File: src/rtl/bp_be_dual_issue_ctrl_pkg.sv
// Shared types for the BE dual-issue scheduler: the FSM state enum, the
// pre-decoded issue packet layout and the queue-depth constant.
package bp_be_dual_issue_ctrl_pkg;

    // Depth of the FE queue. Caps how many issued-but-uncommitted
    // instructions the scheduler allows.
    localparam int fe_queue_fifo_els_gp = 8;

    typedef enum logic [1:0] {
        e_run    = 2'd0,
        e_drain  = 2'd1,
        e_serial = 2'd2,
        e_roll   = 2'd3
    } bp_be_issue_ctrl_state_e;

    // Pre-decoded issue packet: pipe-class flags plus source-operand usage.
    typedef struct packed {
        logic       csr_v;
        logic       fence_v;
        logic       mem_v;
        logic       long_v;
        logic       irs1_v;
        logic       irs2_v;
        logic       frs1_v;
        logic       frs2_v;
        logic       frs3_v;
        logic [4:0] rs1;
        logic [4:0] rs2;
        logic [4:0] rs3;
    } bp_be_issue_pkt_s;

    localparam int issue_pkt_width_gp = $bits(bp_be_issue_pkt_s);

    // CSR and fence instructions must run alone with an empty pipeline.
    function automatic logic is_serializing(input bp_be_issue_pkt_s pkt);
        return pkt.csr_v | pkt.fence_v;
    endfunction

endpackage

File: src/rtl/bp_be_dual_issue_ctrl_pair_check.sv
// Decides whether the head+1 packet may issue alongside the head packet:
// no serializing instruction in the pair, no shared memory or long-latency
// pipe, and no read-after-write dependence on the head's destination.
module bp_be_dual_issue_ctrl_pair_check
    import bp_be_dual_issue_ctrl_pkg::*;
(
    input  bp_be_issue_pkt_s iss0_pkt_i,
    input  bp_be_issue_pkt_s iss1_pkt_i,
    input  logic [1:0]       iss0_rd_v_i,
    input  logic [4:0]       iss0_rd_i,
    output logic             pair_ok_o
);

    logic raw_int;
    logic raw_fp;
    logic any_serial;
    logic struct_hazard;

    // x0 is hardwired to zero, so an int write to x0 never creates a dependence.
    assign raw_int = iss0_rd_v_i[0] & (iss0_rd_i != 5'd0)
                   & ((iss1_pkt_i.irs1_v & (iss1_pkt_i.rs1 == iss0_rd_i))
                    | (iss1_pkt_i.irs2_v & (iss1_pkt_i.rs2 == iss0_rd_i)));

    // f0 is an ordinary register, so no zero-address exemption here.
    assign raw_fp = iss0_rd_v_i[1]
                  & ((iss1_pkt_i.frs1_v & (iss1_pkt_i.rs1 == iss0_rd_i))
                   | (iss1_pkt_i.frs2_v & (iss1_pkt_i.rs2 == iss0_rd_i))
                   | (iss1_pkt_i.frs3_v & (iss1_pkt_i.rs3 == iss0_rd_i)));

    assign any_serial = is_serializing(iss0_pkt_i) | is_serializing(iss1_pkt_i);

    // Only one memory pipe and one long-latency pipe exist.
    assign struct_hazard = (iss0_pkt_i.mem_v & iss1_pkt_i.mem_v)
                         | (iss0_pkt_i.long_v & iss1_pkt_i.long_v);

    assign pair_ok_o = ~(raw_int | raw_fp | any_serial | struct_hazard);

    // The head's own source operands never matter for pairing.
    logic unused_src;
    assign unused_src = ^{iss0_pkt_i.irs1_v, iss0_pkt_i.irs2_v, iss0_pkt_i.frs1_v,
                          iss0_pkt_i.frs2_v, iss0_pkt_i.frs3_v, iss0_pkt_i.rs1,
                          iss0_pkt_i.rs2, iss0_pkt_i.rs3};

endmodule

File: src/rtl/bp_be_dual_issue_ctrl.sv
// BE issue scheduler for the dual-issue core. Looks at the two oldest issue
// queue entries and issues 0, 1 or 2 of them per cycle, tracks the number of
// issued-but-uncommitted instructions, serializes CSR/fence, and drives the
// queue's yumi, checkpoint dequeue, rollback and clear controls.
//
// Handshake: iss*_v_i is the queue's valid, dispatch_rdy_i is the slot ready;
// an entry is consumed exactly when counted in yumi_cnt_o, which only counts
// entries that are valid and whose slot is ready in that same cycle, oldest
// first (slot1 never without slot0).
module bp_be_dual_issue_ctrl
    import bp_be_dual_issue_ctrl_pkg::*;
#(
    parameter  int fe_queue_fifo_els_p = fe_queue_fifo_els_gp,
    localparam int inflight_max_lp     = fe_queue_fifo_els_p,
    localparam int cnt_width_lp        = $clog2(inflight_max_lp + 1)
)
(
    input  logic                    clk_i,
    input  logic                    reset_i,
    input  bp_be_issue_pkt_s        iss0_pkt_i,
    input  logic                    iss0_v_i,
    input  logic [1:0]              iss0_rd_v_i,
    input  logic [4:0]              iss0_rd_i,
    input  bp_be_issue_pkt_s        iss1_pkt_i,
    input  logic                    iss1_v_i,
    input  logic [1:0]              dispatch_rdy_i,
    input  logic [1:0]              commit_cnt_i,
    input  logic                    flush_v_i,
    input  logic                    roll_req_i,
    output logic [1:0]              yumi_cnt_o,
    output logic [1:0]              deq_cnt_o,
    output logic                    roll_v_o,
    output logic                    clr_v_o,
    output logic [cnt_width_lp-1:0] inflight_o,
    output logic                    serial_o,
    output bp_be_issue_ctrl_state_e state_o
);

    localparam logic [cnt_width_lp:0] max_lp = (cnt_width_lp+1)'(inflight_max_lp);
    localparam logic [cnt_width_lp:0] two_lp = (cnt_width_lp+1)'(2);

    bp_be_issue_ctrl_state_e state_r;
    logic [cnt_width_lp-1:0] inflight_r;
    logic                    roll_v_r;
    logic                    clr_v_r;
    logic                    serial_r;

    logic                    pair_ok;
    logic                    slot0_ok;
    logic                    slot1_ok;
    logic                    head_serial;
    logic                    issue_en;
    logic [cnt_width_lp:0]   inflight_ext;
    logic [cnt_width_lp:0]   inflight_sum;

    bp_be_dual_issue_ctrl_pair_check pair_check (
        .iss0_pkt_i  (iss0_pkt_i),
        .iss1_pkt_i  (iss1_pkt_i),
        .iss0_rd_v_i (iss0_rd_v_i),
        .iss0_rd_i   (iss0_rd_i),
        .pair_ok_o   (pair_ok)
    );

    // Slot eligibility and the per-cycle issue count.
    always_comb begin
        inflight_ext = {1'b0, inflight_r};
        head_serial  = iss0_v_i & is_serializing(iss0_pkt_i);
        slot0_ok     = iss0_v_i & dispatch_rdy_i[0] & (inflight_ext < max_lp);
        slot1_ok     = slot0_ok & iss1_v_i & dispatch_rdy_i[1]
                     & ((inflight_ext + two_lp) <= max_lp) & pair_ok;
        issue_en     = ~reset_i & ~flush_v_i & ~roll_req_i & (state_r == e_run);
        yumi_cnt_o   = 2'd0;
        if (issue_en) begin
            if (head_serial) begin
                // A serializing head only goes when nothing else is in flight.
                yumi_cnt_o = ((inflight_r == '0) && slot0_ok) ? 2'd1 : 2'd0;
            end else if (slot1_ok) begin
                yumi_cnt_o = 2'd2;
            end else if (slot0_ok) begin
                yumi_cnt_o = 2'd1;
            end
        end
        inflight_sum = inflight_ext + (cnt_width_lp+1)'(yumi_cnt_o)
                     - (cnt_width_lp+1)'(commit_cnt_i);
        deq_cnt_o    = (reset_i | flush_v_i | roll_req_i) ? 2'd0 : commit_cnt_i;
    end

    // Scheduler FSM, in-flight counter and registered strobes.
    always_ff @(posedge clk_i) begin
        if (reset_i) begin
            state_r    <= e_run;
            inflight_r <= '0;
            roll_v_r   <= 1'b0;
            clr_v_r    <= 1'b0;
            serial_r   <= 1'b0;
        end else if (flush_v_i) begin
            state_r    <= e_run;
            inflight_r <= '0;
            roll_v_r   <= 1'b0;
            clr_v_r    <= 1'b1;
            serial_r   <= 1'b0;
        end else if (roll_req_i) begin
            state_r    <= e_roll;
            inflight_r <= '0;
            roll_v_r   <= 1'b1;
            clr_v_r    <= 1'b0;
            serial_r   <= 1'b0;
        end else begin
            inflight_r <= inflight_sum[cnt_width_lp-1:0];
            roll_v_r   <= 1'b0;
            clr_v_r    <= 1'b0;
            case (state_r)
                e_run: begin
                    if (head_serial) begin
                        if (yumi_cnt_o != 2'd0) begin
                            state_r  <= e_serial;
                            serial_r <= 1'b1;
                        end else if (inflight_r != '0) begin
                            state_r <= e_drain;
                        end
                    end
                end
                e_drain: begin
                    if (inflight_sum == '0) state_r <= e_run;
                end
                e_serial: begin
                    if (inflight_sum == '0) begin
                        state_r  <= e_run;
                        serial_r <= 1'b0;
                    end
                end
                e_roll: begin
                    // Queue valid is low for the replay cycle; resume next.
                    state_r <= e_run;
                end
                default: begin
                    state_r <= e_run;
                end
            endcase
        end
    end

    // Interface sanity: commits never exceed what is in flight, never 3,
    // and a flush always masks a same-cycle rollback.
    always_ff @(posedge clk_i) begin
        if (!reset_i) begin
            assert (commit_cnt_i != 2'd3);
            assert ({1'b0, commit_cnt_i} <= {1'b0, inflight_ext});
            assert (!(roll_v_r && clr_v_r));
            assert (inflight_ext <= max_lp);
        end
    end

    assign roll_v_o   = roll_v_r;
    assign clr_v_o    = clr_v_r;
    assign inflight_o = inflight_r;
    assign serial_o   = serial_r;
    assign state_o    = state_r;

endmodule

File: config.mk
export PLATFORM = sky130hd
export DESIGN_NAME = bp_be_dual_issue_ctrl
export DESIGN_NICKNAME = d
export VERILOG_FILES = /design/src/rtl/bp_be_dual_issue_ctrl_pkg.sv /design/src/rtl/bp_be_dual_issue_ctrl_pair_check.sv /design/src/rtl/bp_be_dual_issue_ctrl.sv
export SDC_FILE = /design/constraint.sdc
export NUM_CORES = 1
export LEC_CHECK = 0
export CAP_MARGIN = 20
export CORE_MARGIN = 2
export CORE_UTILIZATION = 34
export CTS_BUF_LIST = sky130_fd_sc_hd__clkbuf_2
export DETAILED_ROUTE_END_ITERATION = 8
export PLACE_DENSITY_LB_ADDON = 0.25
export RECOVER_POWER = 100
export SYNTH_ARGS = -nofsm -noshare
export SYNTH_HDL_FRONTEND = slang
export SYNTH_SLANG_ARGS = --single-unit
File: constraint.sdc
create_clock -name clk_i -period 5.4 [get_ports clk_i]
set_clock_uncertainty 0.05 [all_clocks]
set_input_delay 1.62 -clock clk_i [delete_from_list [all_inputs] [get_ports clk_i]]
set_output_delay 1.62 -clock clk_i [all_outputs]
set_load 0.02 [all_outputs]
== Yosys cells after proc, flatten, opt, wreduce, memory -nomap -nowiden ==
Index checks and enable logic that the tools add are counted.
Word-level totals
  bits in read-only memories: 0
  input bits: 65
  memory bits (writable): 0
  memories: 0
  bits in latches: 0
  register bits after elaboration: 9
Cells by class
  add/sub/neg operators: 3
  reductions and logical operators: 13
  bitwise logic cells: 36
  $lt $le $gt $ge: 2
  divide/modulo/power cells: 0
  mux-type cells: 18
  shift-type cells: 0
  multiply operators: 0
  eq/ne operators: 12
Operator list (number)
  bitwise AND 1 bit: 20
  2-to-1 mux 2 bit: 9
  == test 5 bit: 3
  bitwise OR 1 bit: 12
  2-to-1 mux 1 bit: 7
  case mux 2 bit (3 select lines): 1
  adder 4 x 2 -> 5 bit: 1
  adder 4 x 2 -> 5 bit, second input constant: 1
  less-or-equal comparator 5 x 4 -> 1 bit, second input constant: 1
  zero test 5 bit: 1
  nonzero test 5 bit: 1
  subtractor 5 x 2 -> 5 bit: 1
  == test 2 bit, second input constant: 2
  zero test 4 bit: 1
  less-than comparator 4 bit, second input constant: 1
  != test 2 bit, second input constant: 2
  != test 4 x 2 -> 1 bit, second input constant: 1
  NOT 1 bit: 4
  AND reduction 4 bit: 1
  nonzero test 2 bit: 2
  nonzero test 4 bit: 1
  OR reduction 2 bit: 2
  != test 3 x 1 -> 1 bit, second input constant: 1
  != test 3 bit, second input constant: 1
  other kinds (7): 7

== Longest topological paths before layout ==
Gate-level depths: netlist (run 1).
  depth in word-level cells: 19
  mapped depth: 13

== Modules after synthesis ==
A second synthesis (run 1) with hierarchy kept.
Second synthesis, totals
  cell total of the unflattened synthesis: 119
  area, all modules: 1008.5 um^2
Modules (own cells, without submodules)
  bp_be_dual_issue_ctrl: area each 762.0 um^2, times used 1, cells an instance 90
  bp_be_dual_issue_ctrl_pair_check: area each 246.5 um^2, times used 1, cells an instance 29

== Worst setup path after synthesis (run 1) ==
OpenSTA, ideal clock, no wires.
  kind: input -> register
  start: in iss0_rd_i[1]
  end: reg state_r[1] (netlist: state_o[1])
  path buffers: 0
  cell stages on the path: 11
  required time: 5259 ps
  data arrival time: 4508 ps
  setup slack: 751 ps
  setup time: 91 ps
  cell sequence: or4_1 > o221ai_1 > nand4_1 > fa_1 > inv_1 > fa_1 > xnor2_1 > nor3b_1 > o2111a_4 > o21ai_0 > a311oi_1
On the way
  cells in the longest elaborated chain, start to end: 18
RTL lines
  start: declaration: line bp_be_dual_issue_ctrl.sv:23  | input logic [4:0] iss0_rd_i,
  == test 5 bit, on equally long branches
  bitwise AND 1 bit, on equally long branches: line bp_be_dual_issue_ctrl_pair_check.sv:26, bp_be_dual_issue_ctrl_pair_check.sv:27
  bitwise OR 1 bit: line bp_be_dual_issue_ctrl_pair_check.sv:27  | | (iss1_pkt_i.frs2_v & (iss1_pkt_i.rs2 == iss0_rd_i))
  bitwise OR 1 bit: line bp_be_dual_issue_ctrl_pair_check.sv:28  | | (iss1_pkt_i.frs3_v & (iss1_pkt_i.rs3 == iss0_rd_i)));
  bitwise AND 1 bit: line bp_be_dual_issue_ctrl_pair_check.sv:26  | & ((iss1_pkt_i.frs1_v & (iss1_pkt_i.rs1 == iss0_rd_i))
  bitwise OR 1 bit (*) (3 in a row): line bp_be_dual_issue_ctrl_pair_check.sv:36  | assign pair_ok_o = ~(raw_int | raw_fp | any_serial | struct_hazard);
  NOT 1 bit (*): line bp_be_dual_issue_ctrl_pair_check.sv:36
  bitwise AND 1 bit (*): line bp_be_dual_issue_ctrl.sv:70  | & ((inflight_ext + two_lp) <= max_lp) & pair_ok;
  2-to-1 mux 2 bit (*): line bp_be_dual_issue_ctrl.sv:77  | end else if (slot1_ok) begin
  2-to-1 mux 2 bit (*): line bp_be_dual_issue_ctrl.sv:74  | if (head_serial) begin
  2-to-1 mux 2 bit (*): line bp_be_dual_issue_ctrl.sv:73  | if (issue_en) begin
  adder 4 x 2 -> 5 bit or nonzero test 2 bit (tied branches): line bp_be_dual_issue_ctrl.sv:83, bp_be_dual_issue_ctrl.sv:115
  subtractor 5 x 2 -> 5 bit or 2-to-1 mux 2 bit (tied branches): line bp_be_dual_issue_ctrl.sv:84, bp_be_dual_issue_ctrl.sv:115
  zero test 5 bit or 2-to-1 mux 2 bit (tied branches): line bp_be_dual_issue_ctrl.sv:124, bp_be_dual_issue_ctrl.sv:127, bp_be_dual_issue_ctrl.sv:114
  != test 3 x 1 -> 1 bit (no source line) or case mux 2 bit (3 select lines) (tied branches)
  AND reduction 3 bit (no source line) or 2-to-1 mux 2 bit (tied branches)
  end signal: assignment: line bp_be_dual_issue_ctrl.sv:91  | state_r <= e_run;
  end signal: assignment: line bp_be_dual_issue_ctrl.sv:124  | if (inflight_sum == '0) state_r <= e_run;
  end signal: assignment: line bp_be_dual_issue_ctrl.sv:128  | state_r <= e_run;
  end: declaration: line bp_be_dual_issue_ctrl.sv:42  | bp_be_issue_ctrl_state_e state_r;
Every way passes the cells marked *; elsewhere a longest branch is shown, timed or not. The select of a mux whose other input is x is not followed.
A chain may end at the register's enable or synchronous reset.

== Final worst setup path (run 1) ==
  start: in iss0_rd_i[4]
  end: out yumi_cnt_o[0]
On the way
  cells in the longest elaborated chain, start to end: 13
RTL lines
  == test 5 bit, on equally long branches
  bitwise AND 1 bit, on equally long branches: line bp_be_dual_issue_ctrl_pair_check.sv:26, bp_be_dual_issue_ctrl_pair_check.sv:27
  bitwise OR 1 bit: line bp_be_dual_issue_ctrl_pair_check.sv:27
  bitwise OR 1 bit: line bp_be_dual_issue_ctrl_pair_check.sv:28
  bitwise AND 1 bit: line bp_be_dual_issue_ctrl_pair_check.sv:26
  bitwise OR 1 bit (*) (3 in a row): line bp_be_dual_issue_ctrl_pair_check.sv:36
  NOT 1 bit (*): line bp_be_dual_issue_ctrl_pair_check.sv:36
  bitwise AND 1 bit (*): line bp_be_dual_issue_ctrl.sv:70
  2-to-1 mux 2 bit (*): line bp_be_dual_issue_ctrl.sv:77
  2-to-1 mux 2 bit (*): line bp_be_dual_issue_ctrl.sv:74
  2-to-1 mux 2 bit (*): line bp_be_dual_issue_ctrl.sv:73
  end: declaration: line bp_be_dual_issue_ctrl.sv:30  | output logic [1:0] yumi_cnt_o,
Every way passes the cells marked *; elsewhere a longest branch is shown, timed or not.

==> summary.txt, run 1 <==
Run status
  • Status: complete, no violations

STA
  • RSZ-0062 raised after global routing: false
  • Worst-Margin Slew: 0.4217 ns
  • Slew headroom: 71.83%
  • Final hold vios: 0
  • Period utilisation layout: 97.89%
  • Count of pins over their slew limit: 0
  • Post-layout minimum cycle time: 5.286 ns
  • Max Freq: 0.1892 GHz
  • Setup-failing EPs final: 0
  • WHS: 0.5197 ns

Min path
  • Worst Hold Launch: state_o[1]$_SDFFE_PP0P_
  • Hold depth: 2
  • WHS Endpoint: state_o[1]$_SDFFE_PP0P_
  • Worst hold path type: flip-flop to flip-flop

Cells and area
  • Layout cells sized above 1: 9.836%
  • Antenna diodes: 0
  • Fin cells: 214
  • Cell area after layout: 1668 µm²
  • Fin util: 59.96%
  • Layout area overhead: 67.04%
  • Fill count: 254
  • Final nets: 261

Place
  • Port Buffer Count: 57
  • # placed instances: 210
  • DP Area: 1638 µm²
  • GP Congestion: 0.7740
  • Half-perimeter wire length after placement: 2406 µm

Clocking
  • Clock transition at path regs: 0.09 ns
  • Clock Latency Late Sink: 0.26 ns
  • Root Driver: clkbuf_2
  • Post-CTS Setup Inserts: 0
  • Hold_buf cts: 0
  • CTS Buf Count: 3
  • CTS Buffer Depth: 2
  • CTS tree: yes
  • H-tree depth: 1
  • Clk sinks: 9

Critical path
  • Reg2Reg Setup Slack: 1.76 ns
  • Worst Setup Start Kind: primary input
  • Reg2reg end: state_o[1]$_SDFFE_PP0P_
  • CP Max Fanout: 4
  • CP Class: primary input to output pin
  • R2R Path Start: inflight_o[3]$_SDFF_PP0_
  • Crit path required time: 3.73 ns
  • Setup crit end kind: output pin
  • Worst Path Arrival: 3.62 ns
  • R2r worst-path depth: 13

Global route
  • Largest net degree at the start of global routing: 8
  • Vias in the first global route: 994
  • All-Layer GR Usage: 17.01%
  • First-pass GRT wire length: 4457 µm
  • Initial antenna violation count: 0
  • Grt total ovfl: 0

Floorplanning
  • Num rows: 19
  • Die area: 3386 µm²
  • Die Ht: 58.19 µm
  • Starting Density: 35.90%
  • Io pins: 78
  • Core Box Area: 2781 µm²
  • Die Wd: 58.19 µm

Routing
  • DR iter-0 viols: 21
  • Antenna-violating nets left: 0
  • DRC: 0
  • Vias/cell: 5.023
  • Total Wirelength: 2810 µm
  • WL/cell: 13.13 µm
  • Vias: 1075
  • DRT Pass-1 Iters: 4

Pwr
  • Leak: 0.7538 nW
  • Total chip power: 0.0002285 W
  • Power Density: 137.0 nW/µm²
  • Max IR drop VDD: 133.8 µV

Synth
  • Unique masters post-synth: 41
  • Post-Synthesis Cells: 118
  • #FFs+latches synth: 9
  • Sequential share of the synthesized area: 18.05%
  • Syn nets: 195
  • Mapped Area: 998.5 µm²
  • Syn Area/Cell: 8.462 µm²
  • Syn. warnings: 0

Flow run
  • # Max-Cap Violations: 0
==> layout by cell type, fill, tap and decap left out, types with 5 or more instances in the layout <==
master and n:
ha_1 10, inv_1 14, nor2_1 7, dfxtp_1 9
and3_1 6, o21ai_0 5, and2_1 5, dlygate4sd3_1 12
xor2_1 14, clkdlybuf4s50_1 42
==> final cells by class <==
type                       instances  area, µm²  area share, %
clock buffer                       4      20.02          1.200
inverter                          14      52.55          3.151
timing repair buffer              61      600.6          36.01
multi-input combinational         95      775.7          46.51
sequential                         9      180.2          10.80
tap                               31      38.79          2.326
==> cell usage after synthesis <==
cell type	n	area, µm²
a22oi_1	1	7.510
o211ai_1	2	15.01
nand2_1	4	15.01
nor2_1	7	26.28
and3b_1	1	8.760
nand4_1	2	12.51
xor2_1	14	122.6
and4_4	1	11.26
o2111a_4	1	20.02
and3_1	6	37.54
ha_1	10	125.1
or4_1	1	7.510
o221ai_1	1	8.760
nor3_4	1	16.27
nor3b_1	2	15.01
nor4_1	1	6.260
nand3b_1	1	7.510
o22a_2	1	10.01
or3_4	1	11.26
and3_4	1	11.26
or2b_1	1	7.510
o2111a_1	1	11.26
o2111ai_1	2	17.52
a21o_2	1	8.760
a31oi_1	2	12.51
or2_2	1	6.260
inv_1	14	52.55
dfxtp_1	9	180.2
fa_1	2	40.04
o21a_1	1	7.510
a21boi_0	3	22.52
nor2b_1	1	6.260
and4_1	1	8.760
o21ai_0	5	25.02
xnor2_1	2	17.52
a21oi_1	2	10.01
and2_1	5	31.28
a311oi_1	1	8.760
nor3_1	3	15.01
o31ai_1	1	7.510
or3_1	1	6.260
==> cell families after synthesis <==
logic type | after synthesis | synth area share (%)
compound gates | 25 | 19.30
xor+xnor | 16 | 14.04
fa+ha+maj | 12 | 16.54
buf+inv | 14 | 5.263
flops | 9 | 18.04
simple gates | 42 | 26.82
==> flip-flops by register name, indices dropped and copies added, names as in the netlist <==
register / cells
state_o: 2
serial_o: 1
roll_v_o: 1
clr_v_o: 1
inflight_o: 4
==> where the power goes <==
part	switching [W]	internal, W	leakage (nW)
Clock	0.0000265	0.0000197	0.0166
Sequential	0.00000277	0.0000701	0.0737
Combinational	0.0000474	0.0000621	0.663
==> what timing repair did <==
action / in CTS / in global routing
setup endpoints to repair: 2 / 1
gates resized for setup: 3 / 2
pin swaps: 0 / 1
==> stage by stage <==
step	setup TNS [ns]	setup WS, ns
3_3_place_gp	-0.3699	-0.1432
2_1_floorplan	0	0.7515
6_report	0	0.1140
4_1_cts	0	0.1218
5_1_grt	0	0.009057
3_5_place_dp	-0.5299	-0.1805
==> routing by layer <==
| layer | GRT usage (%) | routed length (µm) | vias up |
|---|---|---|---|
| met2 | 29.06 | 1383 | 33 |
| met5 | 0 | 0 | - |
| met3 | 3.571 | 139 | 2 |
| met1 | 21.63 | 1269 | 487 |
| li1 | - | - | 553 |
| met4 | 4.651 | 19 | 0 |
==> critical path: stages <==
cell and delay, ns:
clkdlybuf4s50_1 0.50, xor2_1 0.20, nor3_1 0.32, and3_1 0.21, o221ai_1 0.13, a31oi_1 0.26
dlygate4sd2_1 0.37
==> worst max-delay path by stage <==
stage	startpoint	endpoint	slack, ns
floorplan	iss0_rd_i[1]	state_o[1]$_SDFFE_PP0P_	0.75
global placement	iss0_rd_i[4]	yumi_cnt_o[0]	-0.14
detailed placement	iss0_rd_i[2]	state_o[1]$_SDFFE_PP0P_	-0.18
CTS	iss0_rd_i[2]	state_o[1]$_SDFFE_PP0P_	0.12
global route	iss0_rd_i[2]	state_o[1]$_SDFFE_PP0P_	0.009
finish	iss0_rd_i[4]	yumi_cnt_o[0]	0.11
Note: power is estimated with default switching activity, not from simulation.
==> inputs of run 2 (changes only) <==
--- a/config.mk
+++ b/config.mk
@@ -7,7 +7,7 @@
 export LEC_CHECK = 0
 export CAP_MARGIN = 20
 export CORE_MARGIN = 2
-export CORE_UTILIZATION = 34
+export CORE_UTILIZATION = 32
 export CTS_BUF_LIST = sky130_fd_sc_hd__clkbuf_2
 export DETAILED_ROUTE_END_ITERATION = 8
 export PLACE_DENSITY_LB_ADDON = 0.25
==> run 2 against run 1 <==
- first-iteration DRC count is 38% lower
- sequential share of layout area is essentially flat
- sequential cell count unchanged
- critical endpoint is now state_o[1]$_SDFFE_PP0P_
- global-route usage down 1.0 points
- non-clock buffer count increased by 1
- hold slack better by 0.0087 ns
- cell area up 0.15%
- clock-buffer cell count unchanged
==> summary.txt, run 2 (synthesized netlist as in run 1, its figures left out) <==
Clocking
  • CTS Buffer Depth: 2 (unchanged)
  • Clk sinks: 9 (unchanged)
  • Clock Latency Late Sink: 0.25 ns (about the same)
  • Root Driver: clkbuf_2
  • Clock transition at path regs: 0.09 ns (about the same)
  • CTS Buf Count: 3 (unchanged)
  • Post-CTS Setup Inserts: 0 (unchanged)
  • CTS tree: yes
  • H-tree depth: 1 (unchanged)

Critical path
  • Worst Setup Start Kind: primary input
  • Reg2Reg Setup Slack: 1.76 ns (about the same)
  • Worst Path Arrival: 5.34 ns (+1.72 ns)
  • CP Max Fanout: 5 (+1)
  • R2R Path Start: inflight_o[3]$_SDFF_PP0_
  • CP Class: primary input to flip-flop
  • R2r worst-path depth: 12 (-1)
  • Setup crit end kind: flip-flop
  • Crit path required time: 5.51 ns (+1.78 ns)
  • Reg2reg end: state_o[1]$_SDFFE_PP0P_

Pwr
  • Max IR drop VDD: 75.59 µV (-43%)
  • Power Density: 136.8 nW/µm² (-0.15%)
  • Leak: 0.7427 nW (-1.5%)

Global route
  • First-pass GRT wire length: 4326 µm (-2.9%)
  • Largest net degree at the start of global routing: 8 (unchanged)
  • Vias in the first global route: 1068 (+7.4%)
  • Initial antenna violation count: 0 (unchanged)
  • Grt total ovfl: 0 (unchanged)
  • All-Layer GR Usage: 16.00% (-1.0 points)

STA
  • Max Freq: 0.1912 GHz (+1.1%)
  • Worst-Margin Slew: 0.4543 ns (+0.03263 ns)
  • Count of pins over their slew limit: 0 (unchanged)
  • Setup-failing EPs final: 0 (unchanged)
  • Post-layout minimum cycle time: 5.230 ns (-0.05551 ns)
  • RSZ-0062 raised after global routing: false
  • WHS: 0.5284 ns (+0.008717 ns)
  • Slew headroom: 69.39% (-2.4 points)
  • TNS Setup: 0 ns (unchanged)
  • Final hold vios: 0 (unchanged)
  • Period utilisation layout: 96.86% (-1.0 points)

Cells and area
  • Fill count: 288 (+13%)
  • Layout cells sized above 1: 10.33% (+0.49 points)
  • Fin util: 55.63% (-4.3 points)
  • Final nets: 262 (+0.38%)
  • Number of flip-flops in the largest register: 4 (unchanged)
  • Antenna diodes: 0 (unchanged)
  • Commonest non-fill, non-tap cell in the layout: clkdlybuf4s50_1
  • Layout area overhead: 67.29%
  • Most frequent cells in the layout: clkdlybuf4s50_1, inv_1, xor2_1

Routing
  • DRC: 0 (unchanged)
  • Total Wirelength: 2766 µm (-1.6%)
  • Antenna-violating nets left: 0 (unchanged)
  • DRT Pass-1 Iters: 4 (unchanged)
  • WL/cell: 12.75 µm (-2.9%)
  • DR iter-0 viols: 13 (-38%)
  • Vias/cell: 5.005 (-0.37%)
  • Vias: 1086 (+1.0%)

Floorplanning
  • Die Wd: 59.86 µm (+2.9%)
  • Die area: 3583 µm² (+5.8%)
  • Die Ht: 59.86 µm (+2.9%)
  • Num rows: 20 (+1)
  • Core Box Area: 3003 µm² (+8.0%)
  • Io pins: 78 (unchanged)
  • Starting Density: 33.25% (-2.6 points)

Min path
  • Worst hold path type: flip-flop to flip-flop
  • Worst Hold Launch: state_o[1]$_SDFFE_PP0P_
  • WHS Endpoint: state_o[1]$_SDFFE_PP0P_
  • Hold depth: 2 (unchanged)

Run status
  • Status: complete, no violations

Place
  • GP Congestion: 0.7849 (+1.4%)
  • Half-perimeter wire length after placement: 2400 µm (-0.25%)
  • Port Buffer Count: 57 (unchanged)

Flow run
  • # Max-Cap Violations: 0 (unchanged)
-- run 2: cell types whose count changed in the layout (fill, tap and decap cells not counted), sizes merged --
cell,before,now
buf,3,5
clkdlybuf4s50,42,43
dlygate4sd2,2,1
dlymetal6s2s,1,0
-- run 2: report_power, final --
group          switching (W)  internal [W]
clock network      0.0000255     0.0000197
registers         0.00000303     0.0000701
logic              0.0000473     0.0000628
total              0.0000759      0.000153
-- run 2: layout make-up --
type                    instances  area, µm²  share of cell area (%)
well taps                      33      41.29                   2.472
repair buffers                 62      600.6                   35.96
inverters                      14      52.55                   3.146
clock buffers                   4      20.02                   1.199
multi-input cells              95      775.7                   46.44
flip-flops and latches          9      180.2                   10.79
-- run 2: timing repair --
item                       4_1_cts  5_1_grt
resized for setup                3        5
hold buffers                     0        0
setup endpoints to repair        2        2
-- run 2: critical path: stages --
cell and delay (ns):
clkdlybuf4s50_1 0.59, xor2_1 0.17, nor3_1 0.09, and3_1 0.19
o31ai_2 0.30, nand4_1 0.18, fa_1 0.54, inv_1 0.08
fa_1 0.47, xnor2_1 0.21, nor3b_2 0.23, o2111a_4 0.27
o21ai_0 0.09, a311oi_1 0.32
-- run 2: worst max path at each step --
stage | cells past startpoint | start | end | slack, ns
2_1_floorplan | 11 | iss0_rd_i[1] | state_o[1]$_SDFFE_PP0P_ | 0.75
3_3_place_gp | 14 | iss0_rd_i[0] | state_o[1]$_SDFFE_PP0P_ | -0.16
3_5_place_dp | 14 | iss0_rd_i[4] | state_o[1]$_SDFFE_PP0P_ | -0.23
4_1_cts | 14 | iss0_rd_i[4] | state_o[1]$_SDFFE_PP0P_ | 0.07
5_1_grt | 13 | iss0_rd_i[1] | state_o[1]$_SDFFE_PP0P_ | 0.007
6_report | 14 | iss0_rd_i[4] | state_o[1]$_SDFFE_PP0P_ | 0.17
-- run 2: layer usage --
layer  global-route usage (%)  share of wire, %
met2                    28.73                51
met4                    4.127               1.1
met1                    18.42                42
met3                    4.545               6.4
met5                        0                 0
-- run 2: stage by stage --
step / total power, W / cells / area (µm²) / setup slack (ns)
floorplan: 0.0001260 / 118 / 998.5 / 0.7515
global placement: 0.0001823 / 213 / 1648 / -0.1613
detailed placement: 0.0001851 / 213 / 1648 / -0.2276
CTS: 0.0002312 / 217 / 1670 / 0.06580
global route: 0.0002437 / 217 / 1670 / 0.007092
finish: 0.0002285 / 217 / 1670 / 0.1695
==> inputs of run 3 (changes only) <==
--- a/config.mk
+++ b/config.mk
@@ -6,10 +6,11 @@
 export NUM_CORES = 1
 export LEC_CHECK = 0
 export CAP_MARGIN = 20
-export CORE_MARGIN = 2
+export CORE_MARGIN = 8
 export CORE_UTILIZATION = 32
 export CTS_BUF_LIST = sky130_fd_sc_hd__clkbuf_2
 export DETAILED_ROUTE_END_ITERATION = 8
+export GPL_TIMING_DRIVEN = 0
 export PLACE_DENSITY_LB_ADDON = 0.25
 export RECOVER_POWER = 100
 export SYNTH_ARGS = -nofsm -noshare
==> run 3 against run 2 <==
- clock power down 5.5%
- largest cell class unchanged
- fmax down 0.82%
- worst setup slack worse by 0.043 ns
- cell count down 2.3%
- global-route usage down 4.1 points
- critical path depth down 7
- total power down 2.8%
- first-iteration DRC count rose to 4.6 times the previous value
- critical path type is now primary input to output pin
- highest routed layer unchanged
- sequential power about the same
- via count down 2.5%
- utilization down 1.3 points
- sequential share of layout area up 0.25 points
==> summary.txt, run 3 (synthesized netlist as in run 1, its figures left out) <==
Routing
  • DR iter-0 viols: 60 (+47)
  • WL/cell: 14.58 µm (+14%)
  • Vias/cell: 4.995 (-0.19%)
  • Wl on met1: 1282 µm (+11%)
  • Vias: 1059 (-2.5%)
  • Antenna-violating nets left: 0 (unchanged)
  • WL met2: 1567 µm (+12%)
  • Highest Signal Layer: met4
  • DRC: 0 (unchanged)
  • Met3 routed WL: 219 µm (+23%)
  • Total Wirelength: 3092 µm (+12%)
  • DRT Pass-1 Iters: 6 (+2)

STA
  • Worst-Margin Slew: 0.4436 ns (-0.01069 ns)
  • Post-layout minimum cycle time: 5.274 ns (+0.04342 ns)
  • Slew headroom: 70.11% (+0.72 points)
  • Period utilisation layout: 97.66% (+0.80 points)
  • RSZ-0062 raised after global routing: true
  • Setup-failing EPs final: 0 (unchanged)
  • Count of pins over their slew limit: 0 (unchanged)
  • TNS Setup: 0 ns (unchanged)
  • Final hold vios: 0 (unchanged)
  • Max Freq: 0.1896 GHz (-0.82%)

Pwr
  • Clock power frac: 19.2% (-0.6 points)
  • Flop pwr share: 32.9% (+0.9 points)
  • Sw Ratio: 32.93% (-0.29 points)
  • Logic pwr share: 47.9% (-0.3 points)
  • Pint: 0.0001489 W (-2.4%)
  • Leak: 0.7214 nW (-2.9%)
  • Sw Pwr: 0.00007312 W (-3.7%)
  • Power Density: 136.0 nW/µm² (-0.60%)
  • Max IR drop VDD: 53.10 µV (-30%)

Run status
  • Status: complete, no violations

Global route
  • Vias in the first global route: 1073 (+0.47%)
  • Grt total ovfl: 0 (unchanged)
  • First-pass GRT wire length: 4954 µm (+15%)
  • Largest net degree at the start of global routing: 9 (+1)
  • Initial antenna violation count: 0 (unchanged)
  • All-Layer GR Usage: 11.85% (-4.1 points)

Critical path
  • Crit-path leading delay family: buffers and inverters
  • R2r worst-path depth: 12 (unchanged)
  • Crit-path slowest cell: clkdlybuf4s50_1
  • Reg2Reg Setup Slack: 1.82 ns (+0.06 ns)
  • Worst Setup SP: iss0_rd_i[4]
  • Setup crit end kind: output pin
  • CP Class: primary input to output pin
  • Reg2reg end: state_o[1]$_SDFFE_PP0P_
  • Worst Setup Start Kind: primary input
  • Worst Path Arrival: 3.60 ns (-1.74 ns)
  • CP Max Fanout: 4 (-1)
  • Critical Path Stages: 7 (-7)
  • Critical-path cell list: clkdlybuf4s50_1, xor2_1, nor3_1, and3_1, o221ai_1, a31oi_1, dlygate4sd2_1
  • CP endpoint: yumi_cnt_o[0]
  • R2R Path Start: inflight_o[3]$_SDFF_PP0_
  • Crit path required time: 3.73 ns (-1.78 ns)
  • Worst Path Buf+Inv: 2 (unchanged)
  • CP peak stage delay: 0.50 ns (-0.09 ns)

Clocking
  • Post-CTS Setup Inserts: 0 (unchanged)
  • CTS Buf Count: 3 (unchanged)
  • Clock transition at path regs: 0.09 ns (about the same)
  • Root Driver: clkbuf_2
  • CTS tree: yes
  • CTS Buffer Depth: 2 (unchanged)
  • H-tree depth: 1 (unchanged)
  • Clk sinks: 9 (unchanged)
  • Hold_buf cts: 0 (unchanged)
  • Clock Latency Late Sink: 0.24 ns (about the same)

Place
  • Half-perimeter wire length after placement: 2770 µm (+15%)
  • # placed instances: 208 (-2.3%)
  • Port Buffer Count: 57 (unchanged)
  • GP Congestion: 0.8044 (+2.5%)

Floorplanning
  • Die Wd: 71.86 µm (+20%)
  • Num rows: 20 (unchanged)
  • Die area: 5164 µm² (+44%)
  • Starting Density: 33.25% (unchanged)
  • Die Ht: 71.86 µm (+20%)
  • Io pins: 78 (unchanged)
  • Core Box Area: 3003 µm² (unchanged)

Cells and area
  • Most frequent cells in the layout: clkdlybuf4s50_1, inv_1, xor2_1
  • Antenna diodes: 0 (unchanged)
  • Final nets: 257 (-1.9%)
  • Layout cells sized above 1: 7.263% (-3.1 points)
  • Layout area overhead: 63.53%
  • Number of flip-flops in the largest register: 4 (unchanged)
  • Fin cells: 212 (-2.3%)
  • Commonest non-fill, non-tap cell in the layout: clkdlybuf4s50_1

Flow run
  • # Max-Cap Violations: 0 (unchanged)

Min path
  • Worst hold path type: flip-flop to flip-flop
==> run 3: layout make-up <==
type	instances	area (µm²)
Clock buffer	4	20.02
Fill cell	305	1370
Inverter	14	52.55
Multi-Input combinational cell	95	770.7
Sequential cell	9	180.2
Tap cell	33	41.29
Timing Repair Buffer	57	568.0
==> run 3: per-layer routing <==
| metal | vias to the layer above | track usage (%) |
|---|---|---|
| li1 | 542 | - |
| met1 | 487 | 13.14 |
| met2 | 28 | 21.05 |
| met3 | 2 | 3.626 |
| met4 | 0 | 3.401 |
| met5 | - | 0 |
==> run 3: worst min path at each step <==
| stage | from | end | slack, ns | cells past startpoint |
|---|---|---|---|---|
| CTS | state_o[1]$_SDFFE_PP0P_ | state_o[1]$_SDFFE_PP0P_ | 0.52 | 2 |
| finish | state_o[1]$_SDFFE_PP0P_ | state_o[1]$_SDFFE_PP0P_ | 0.51 | 2 |
| detailed placement | state_o[1]$_SDFFE_PP0P_ | state_o[1]$_SDFFE_PP0P_ | 0.51 | 2 |
| floorplan | state_o[1]$_SDFFE_PP0P_ | state_o[1]$_SDFFE_PP0P_ | 0.55 | 2 |
| global placement | state_o[1]$_SDFFE_PP0P_ | state_o[1]$_SDFFE_PP0P_ | 0.49 | 2 |
| global route | state_o[1]$_SDFFE_PP0P_ | state_o[1]$_SDFFE_PP0P_ | 0.56 | 2 |
==> run 3: worst reg2reg max path, stage by stage, from the launching register on <==
cell and delay (ns):
dfxtp_1 0.37, and3b_1 0.30, nand4_1 0.11, nor3_1 0.30
nand4_1 0.18, fa_1 0.53, inv_1 0.08, fa_1 0.47
xnor2_1 0.23, nor3b_2 0.22, o2111a_4 0.27, o21ai_0 0.09
a311oi_1 0.29
==> run 3: what timing repair did <==
item	4_1_cts	5_1_grt
setup endpoints to repair	2	2
resized for setup	3	1
gates cloned	0	0
pin swaps	0	0
==> run 3: metrics by stage <==
stage / instance area, µm² / total power (W) / util (%) / setup WS [ns] / hold slack (ns)
after detailed placement: 1610 / 0.0001821 / 53.63 / -0.1877 / 0.5086
after floorplan: 998.5 / 0.0001260 / - / 0.7515 / 0.5488
final: 1633 / 0.0002220 / 54.37 / 0.1261 / 0.5139
after global routing: 1633 / 0.0002371 / 54.37 / -0.004933 / 0.5556
after CTS: 1633 / 0.0002262 / 54.37 / 0.1200 / 0.5227
after global placement: 1610 / 0.0001791 / 53.63 / -0.1605 / 0.4925
==> run 3: power groups by stage <==
stage,Combinational (W),Clock [W],Sequential [W]
after floorplan,0.0000473,0,0.0000787
after global placement,0.000105,0,0.0000746
after detailed placement,0.000107,0,0.0000748
after CTS,0.000108,0.0000446,0.0000733
after global routing,0.000117,0.0000470,0.0000736
final,0.000106,0.0000427,0.0000729
